`src/rtl/list_walker.sv`:
```
// Walks a pointer chain in an async-read memory until END_MARK or MAX_STEPS nodes.
// Latency: N nodes -> done N+1 edges after the start edge; one node per clock.
// Backpressure: none; start is only accepted in IDLE, otherwise dropped.
module list_walker #(
    parameter int DATA_WIDTH = 32,
    parameter int MAX_STEPS  = 16,
    parameter logic [DATA_WIDTH-1:0] END_MARK = {DATA_WIDTH{1'b1}},
    localparam int CW = $clog2(MAX_STEPS + 1)
) (
    input  logic                  clk,
    input  logic                  rst_n,
    input  logic                  start,
    input  logic [DATA_WIDTH-1:0] start_addr,
    output logic [DATA_WIDTH-1:0] mem_addr,
    input  logic [DATA_WIDTH-1:0] mem_data,
    output logic                  busy,
    output logic                  done,
    output logic                  overflow,
    output logic [CW-1:0]         node_count,
    output logic [DATA_WIDTH-1:0] last_addr,
    output logic [DATA_WIDTH-1:0] addr_sum
);

    typedef enum logic [1:0] {
        IDLE  = 2'd0,
        FETCH = 2'd1,
        DONE  = 2'd2
    } state_t;

    localparam logic [CW-1:0] LIMIT = CW'(MAX_STEPS);

    state_t        state_q;
    state_t        state_d;
    logic          accept;
    logic          step;
    logic          advance;
    logic          hit_lim;
    logic [CW-1:0] cnt_inc;

    assign cnt_inc = node_count + 1'b1;

    always_ff @(posedge clk or negedge rst_n) begin
        if (!rst_n) begin
            state_q <= IDLE;
        end else begin
            state_q <= state_d;
        end
    end

    // Terminator is tested first so a chain ending exactly at the limit is not an overflow.
    always_comb begin
        state_d = state_q;
        busy    = 1'b0;
        done    = 1'b0;
        accept  = 1'b0;
        step    = 1'b0;
        advance = 1'b0;
        hit_lim = 1'b0;
        case (state_q)
            IDLE: begin
                if (start) begin
                    accept  = 1'b1;
                    state_d = FETCH;
                end
            end
            FETCH: begin
                busy = 1'b1;
                step = 1'b1;
                if (mem_data == END_MARK) begin
                    state_d = DONE;
                end else if (cnt_inc == LIMIT) begin
                    hit_lim = 1'b1;
                    state_d = DONE;
                end else begin
                    advance = 1'b1;
                end
            end
            DONE: begin
                done    = 1'b1;
                state_d = IDLE;
            end
            default: begin
                state_d = IDLE;
            end
        endcase
    end

    always_ff @(posedge clk or negedge rst_n) begin
        if (!rst_n) begin
            mem_addr   <= '0;
            node_count <= '0;
            last_addr  <= '0;
            addr_sum   <= '0;
            overflow   <= 1'b0;
        end else if (accept) begin
            mem_addr   <= start_addr;
            node_count <= '0;
            addr_sum   <= '0;
            overflow   <= 1'b0;
        end else if (step) begin
            node_count <= cnt_inc;
            addr_sum   <= addr_sum + mem_addr;
            last_addr  <= mem_addr;
            overflow   <= hit_lim;
            if (advance) begin
                mem_addr <= mem_data;
            end
        end
    end

endmodule
```
`config.mk`:
```
export PLATFORM = sky130hd
export DESIGN_NAME = list_walker
export DESIGN_NICKNAME = d
export VERILOG_FILES = /design/src/rtl/list_walker.sv
export SDC_FILE = /design/constraint.sdc
export NUM_CORES = 1
export LEC_CHECK = 0
export ABC_AREA = 1
export CAP_MARGIN = 10
export CORE_UTILIZATION = 54
export CTS_CLUSTER_DIAMETER = 100
export CTS_CLUSTER_SIZE = 14
export DETAILED_ROUTE_END_ITERATION = 12
export PLACE_DENSITY = 0.87
export SETUP_SLACK_MARGIN = 0.2
export SLEW_MARGIN = 20
export SYNTH_ARGS = -nofsm -noshare
export SYNTH_HDL_FRONTEND = slang
export SYNTH_SLANG_ARGS = --single-unit
```
`constraint.sdc`:
```
create_clock -name clk -period 3.8 [get_ports clk]
set_input_delay 0.95 -clock clk [delete_from_list [all_inputs] [get_ports clk]]
set_output_delay 0.95 -clock clk [all_outputs]
set_load 0.01 [all_outputs]
```
# Word level (Yosys, flattened, before mapping)
# Index checks and enable logic that the tools add are counted.
# op_classes
mux,23
n_reduce_logical,6
bitwise_logic,1
addsub,2
eq_ne,6
# ops
operator,n
32-bit 2-to-1 mux,5
32-bit adder,1
"32-bit == test, second input constant",1
1-bit 2-to-1 mux,12
5-bit 2-to-1 mux,2
2-bit 2-to-1 mux,3
2-bit AND reduction,3
"5-bit by 1-bit adder with 5-bit output, second input constant",1
"5-bit == test, second input constant",1
2-bit one-hot mux with 2 select lines,1
2-bit nonzero test,2
"3-bit != test, second input constant",1
"2-bit by 1-bit == test with 1-bit output, second input constant",1
"2-bit == test, second input constant",1
2-bit logical NOT,1
"2-bit != test, second input constant",1
1-bit inverter,1
# totals
output_inout_bits,104
elab_cells,44
reg_bits,104
inputBits,67

# Logic depth before layout (Yosys ltp)
# Gate-level depths: netlist (run 1).
# logic_depth
depth_word,8
mapped_depth,13
depth_no_buf,13

# Worst setup path after synthesis (run 1)
# No wires, ideal clock.
# synth_path
path_kind,reg2out
start,register state_q[1]
end,output port busy
required_ns,2.850
n_path_buf,2
path_slack_ns,1.708
path_stages_with_launch,4
t_arrival_ns,1.142
cell_sequence,dfrtp_1 -> nor2_1 -> buf_2 -> buf_1
# synth_between
elab_chain_cells,2
# synth_rtl
item,line_no,text
from (decl),32,state_t state_q;
from (signal assigned),46,state_q <= state_d;
2-bit by 1-bit == test with 1-bit output,59,case (state_q)
1-bit 2-to-1 mux,59,
to (decl),16,"output logic busy,"
# Every way passes these cells.

# Final worst setup path (run 1)
# Ends and elaborated chain as after synthesis.

==> impl_metrics.toml, run 1 <==
[clocking]
insertion_delay_ps = 360
cts.sinks = 104
hold_buffers = 0
clk_pin_slew_ps = 70
cts_resized = 0
post_cts_buffers = 0
root_buffer = "clkbuf_16"
htree_num_levels = 3
cts_made_buffers = 9
cts_tree = "done"
cts.path.max_buffers = 2

[cells_and_area]
nFillCells = 989
syn2layout_area_growth_pct = 31.2
fin_cells = 1320
seq_area_sq_um = 2600
stdcell_area_sq_um = 8890
drive_above_1_share_pct = 5.56
antenna_cells = 0
nNetsFinal = 1247
multiInputGateArea_sq_um = 3590

[power]
peakVddDrop_uv = 583
p_switching_mw = 4.87
power.internal_mw = 4.84
combPwrFrac_pct = 66.6
cellPowerDensity_nw_per_um2 = 1090
p_sw_share_pct = 50.2
p_clk_share_pct = 9.2
fin_total_pwr_mw = 9.71
power_frac_seq_pct = 24.2
p_leak_nw = 4.71

[placement]
port_buffers = 170
pre_cts_ws_ps = 935
placed_cell_area_sq_um = 8610
dpl.hpwl_um = 14800
gp_congestion = 0.940
place_inst = 1304

[worst_setup_path]
path_buf_inv = 1
slowest_stage = "clkdlybuf4s50_1"
criticalPathCategory = "flop to output port"
required_ps = 2850
path_cells = "nor2_4, clkdlybuf4s50_1"
path_max_fanout = 22
endpoint_kind = "output port"
r2r_slack_ps = 1470
max_stage_delay_ps = 660
path_delay_family = "buffers and inverters"
cp-start-kind = "flop"
critPathArrivalTime_ps = 1970

[sta]
clock_skew_ps = 7.36
tns_ps = 0
period_needed_ps = 2920
worst_slack_ps = 881
fin_crit_sh_pct = 76.8
rsz0062_at_grt = "false"
maxSlewViolCount = 0
final_hold_viol_count = 0
setup_viol = 0
max_slew_margin_pct = 51.8
fmax_mhz = 343
worst_slew_pin_slew_ps = 723

[detailed_routing]
detail_route.vias_per_cell = 5.21
wl_per_cell_um = 14.8
ant_nets = 0
wl_um = 19600
via_count = 6874
drc_errors = 0
first_iter_violations = 349
firstDrtPassIters = 5

[logic_synthesis]
syn_avg_cell_area_sq_um = 6.86
synthCells = 987
synth_top_family_by_area = "simple AND/OR/NAND/NOR gates"
synthSimpleGateAreaFrac_pct = 35.7
synthAdderAreaFrac_pct = 6.21
yosysSeqAreaShare_pct = 38.4
ys_types = 31
synth-compound-area-share_pct = 5.21
synth_seq_cells = 104
netlist_area_sq_um = 6770
syn_nets = 1087
synth_xor_area_share_pct = 0.388
muxShareOfSynthArea_pct = 5.32
yosys_warnings = 0

[grt]
grt_start_max_net_pins = 64
grt_pass1_wl_um = 32300
grt_pass1_vias = 6641
antenna_found_initial = 0
grt_use_total_pct = 32.0
grt_overflow = 0

[floorplan]
die_y_um = 114
coreArea_sq_um = 12100
dieArea_sq_um = 13000
ios = 171
start_util_pct = 55.9
die_width_um = 114
fp-row-count = 40

[min_path]
hold_class = "flop to flop"

[flow_run]
drv_cap = 0

[status]
outcome = "completed"
## final timing paths
path                            endpoint  depth (start not counted)           from
min in group asynchronous   addr_sum[10]                          1          rst_n
max in group asynchronous   mem_addr[24]                          2          rst_n
min                        last_addr[14]                          2  last_addr[14]
max reg2reg                 addr_sum[24]                         12    mem_addr[0]
max                                 busy                          2     state_q[1]
min reg2reg                last_addr[14]                          2  last_addr[14]
## cells by family after synthesis
group | Yosys count
and+or+nand+nor | 604
buffers and inverters | 147
DFF | 104
AOI/OAI and AO/OA | 64
adders and majority gates | 33
muxes | 32
xor gates and xnor gates | 3
## registers in the layout, indices dropped and copies added, names as in the netlist
signal,count
node_count,5
mem_addr,32
addr_sum,32
last_addr,32
overflow,1
state_q,2
## area by class of cell
class,count,share of cell area (%)
clock buffers,10,2.69
multi-input cells,736,40.4
repair buffers,176,19.8
well taps,168,2.37
clock inverters,6,0.451
inverters,120,5.07
flip-flops and latches,104,29.3
## tightest hold or removal path, delay by kind of cell, from the launching register on
kind / cells / cell delay [ps]
flops: 1 / 340
simple gates: 2 / 90
## metrics by stage
step / util, % / hold WS (ps)
after floorplan: - / 509
after detailed placement: 71.1 / 458
after CTS: 73.4 / 474
after global placement: 71.1 / 452
final: 73.4 / 470
after global routing: 73.4 / 486
## per-layer routing
metal | GRT usage, % | wire, um | share of wire, % | vias to the layer above
li1 | - | - | - | 3414
met1 | 41.9 | 8370 | 43 | 3144
met2 | 52.5 | 9320 | 48 | 274
met3 | 5.58 | 1360 | 7.0 | 42
met4 | 13.2 | 534 | 2.7 | 0
met5 | 0 | 0 | 0 | -
## cell usage in the layout (no fill, tap or decap), types with 9 or more instances in the layout
cell type,synthesis,final
nand2_1,460,459
clkdlybuf4s50_1,0,169
inv_1,119,119
dfrtp_1,104,104
nand3_1,71,71
nor2_1,48,47
a21oi_1,32,32
mux2_2,32,32
ha_1,32,32
o21ai_0,19,19
nand4_1,10,10
clkbuf_16,0,9
## power by group through the flow
stage / Sequential [mW] / Clock [mW] / Combinational, mW
after floorplan: 2.41 / 0 / 3.94
after global placement: 2.32 / 0 / 6.24
after detailed placement: 2.33 / 0 / 6.41
after CTS: 2.32 / 0.903 / 6.45
after global routing: 2.40 / 0.954 / 7.26
final: 2.34 / 0.895 / 6.47
## cell usage after synthesis
library cell,count,area share [%]
buf_6,3,0.50
o21ai_1,3,0.22
nor2_2,1,0.092
o21bai_1,3,0.33
buf_4,3,0.33
nor3_1,7,0.52
a31oi_1,1,0.092
nor2_1,48,2.7
nand3_1,71,5.2
ha_1,32,5.9
a22o_1,3,0.39
a21oi_1,32,2.4
inv_1,119,6.6
mux2_2,32,5.3
buf_2,6,0.44
nand2_2,1,0.092
xor2_1,3,0.39
buf_1,3,0.17
o21ai_0,19,1.4
a32o_1,2,0.30
inv_2,1,0.055
nand4_1,10,0.92
a21o_1,1,0.11
or2_2,2,0.18
clkbuf_1,12,0.66
nand2_4,1,0.17
nand2_1,460,25
nand3_2,1,0.15
fa_1,1,0.30
dfrtp_1,104,38
and2_1,2,0.18
Power figures use the tool's default switching activity.
==> run 2: changes to the inputs <==
--- a/config.mk
+++ b/config.mk
@@ -7,11 +7,11 @@
 export LEC_CHECK = 0
 export ABC_AREA = 1
 export CAP_MARGIN = 10
-export CORE_UTILIZATION = 54
+export CORE_UTILIZATION = 50
 export CTS_CLUSTER_DIAMETER = 100
 export CTS_CLUSTER_SIZE = 14
 export DETAILED_ROUTE_END_ITERATION = 12
-export PLACE_DENSITY = 0.87
+export PLACE_DENSITY = 0.81
 export SETUP_SLACK_MARGIN = 0.2
 export SLEW_MARGIN = 20
 export SYNTH_ARGS = -nofsm -noshare
==> constraint.sdc (replaced) <==
create_clock -name clk -period 3.06 [get_ports clk]
set_input_delay 0.765 -clock clk [delete_from_list [all_inputs] [get_ports clk]]
set_output_delay 0.765 -clock clk [all_outputs]
set_load 0.01 [all_outputs]
==> impl_metrics.toml, run 2 (synthesis results as in run 1) <==
[detailed_routing]
firstDrtPassIters = 5
first_iter_violations = 453
ant_nets = 0
detail_route.vias_per_cell = 5.14
via_count = 6839
wl_per_cell_um = 14.7
drc_errors = 0
wl_um = 19500

[clocking]
cts.sinks = 104
cts_resized = 0
hold_buffers = 0
post_cts_buffers = 0
root_buffer = "clkbuf_16"
insertion_delay_ps = 360
cts.path.max_buffers = 2
cts_tree = "done"
cts_made_buffers = 9
htree_num_levels = 3
clk_pin_slew_ps = 70

[worst_setup_path]
crit_top_cell = "nand2_1"
criticalPathCategory = "flop to flop"
max_stage_delay_ps = 490
rr_startpoint = "mem_addr[0]"
path_max_fanout = 5
path_buf_inv = 0
path_delay_family = "simple AND/OR/NAND/NOR gates"
critPathArrivalTime_ps = 2630
path_cells = "ha_1, fa_1, nand3_1, nand3_1, nand2_1, nand2_1, nand2_1, nand2_1, nand2_1, nand2_1, nand2_1, nand3_1, nand2_1"
slowest_stage = "fa_1"
startpoint = "mem_addr[0]"
endpoint_kind = "flop"
required_ps = 3360
cp-start-kind = "flop"

[cells_and_area]
most-common-layout-cells = "459 x nand2_1, 169 x clkdlybuf4s50_1, 119 x inv_1, 104 x dfrtp_1, 71 x nand3_1"
syn2layout_area_growth_pct = 31.7
nFillCells = 1153
reg.largest.list = "addr_sum: 32 flops, last_addr: 32 flops, mem_addr: 32 flops"
final_common_cell = "nand2_1"
drive_above_1_share_pct = 5.80
antenna_cells = 0
nNetsFinal = 1250

[grt]
antenna_found_initial = 0
grt_overflow = 0
grt_pass1_vias = 6773
grt_start_max_net_pins = 70
grt_pass1_wl_um = 32500
grt_use_total_pct = 29.3

[power]
fin_total_pwr_mw = 12.0
cellPowerDensity_nw_per_um2 = 1350
peakVddDrop_uv = 803
p_leak_nw = 4.72

[sta]
setup_viol = 0
maxSlewViolCount = 0
worst_slack_ps = 733
hold_slack_ps = 348
worst_slew_pin_slew_ps = 533
tns_ps = 0
clock_skew_ps = 14.2
final_hold_viol_count = 0
period_needed_ps = 2330
fmax_mhz = 430
fin_crit_sh_pct = 76.1
max_slew_margin_pct = 64.5
rsz0062_at_grt = "false"

[status]
outcome = "completed"

[placement]
pre_cts_ws_ps = 408
dpl.hpwl_um = 14600
port_buffers = 170
gp_congestion = 0.948

[floorplan]
coreArea_sq_um = 13200
dieArea_sq_um = 14000
die_y_um = 118
fp-row-count = 42
die_width_um = 118
start_util_pct = 51.2
ios = 171

[flow_run]
drv_cap = 0

[min_path]
hold_class = "input pin to async pin"
-- run 2: cell types whose count changed in the layout (fill, tap and decap cells not counted) --
cell      delta
inv_6        +1
clkbuf_8     -1
clkinv_4     +1
clkinv_2     -1
buf_4        +3
-- run 2: stage by stage --
| step | cell area [sq um] | instances | util [%] |
|---|---|---|---|
| 5_1_grt | 8920 | 1331 | 67.3 |
| 3_3_place_gp | 8640 | 1315 | 65.2 |
| 3_5_place_dp | 8640 | 1315 | 65.2 |
| 4_1_cts | 8920 | 1331 | 67.3 |
| 6_report | 8920 | 1331 | 67.3 |
| 2_1_floorplan | 6770 | 987 | - |
-- run 2: area by class of cell --
class	instances	area, sq um	share of cell area [%]
flip-flops and latches	104	2600	29.2
well taps	176	220	2.47
inverters	120	450	5.05
repair buffers	179	1780	19.9
clock buffers	9	225	2.53
clock inverters	7	52.6	0.589
multi-input cells	736	3590	40.2
-- run 2: routing by layer --
layer | global-route usage (%) | vias to the layer above | part of all wire (%)
met5 | 0 | - | 0
met4 | 12.4 | 0 | 3.3
met3 | 3.76 | 46 | 6.3
met2 | 49.0 | 233 | 47
met1 | 38.2 | 3139 | 43
li1 | - | 3421 | -
-- run 2: path summary, 6_finish.rpt --
| check | slack, ps | end | cells past startpoint |
|---|---|---|---|
| worst min-delay path | 350 | last_addr[1] | 1 |
| worst max-delay path | 730 | addr_sum[24] | 13 |
| worst min register to register | 470 | last_addr[12] | 2 |
| worst max register to register | 730 | addr_sum[24] | 13 |
| max in group asynchronous | 1980 | last_addr[15] | 2 |
| min in group clk | 470 | last_addr[12] | 2 |
-- run 2: where the power goes --
group / leakage (nW) / switching, mW / total (mW) / internal, mW
logic: 3.34 / 4.71 / 8.03 / 3.32
registers: 1.24 / 0.755 / 2.89 / 2.14
clock network: 0.137 / 0.562 / 1.12 / 0.560
total: 4.72 / 6.03 / 12.0 / 6.01
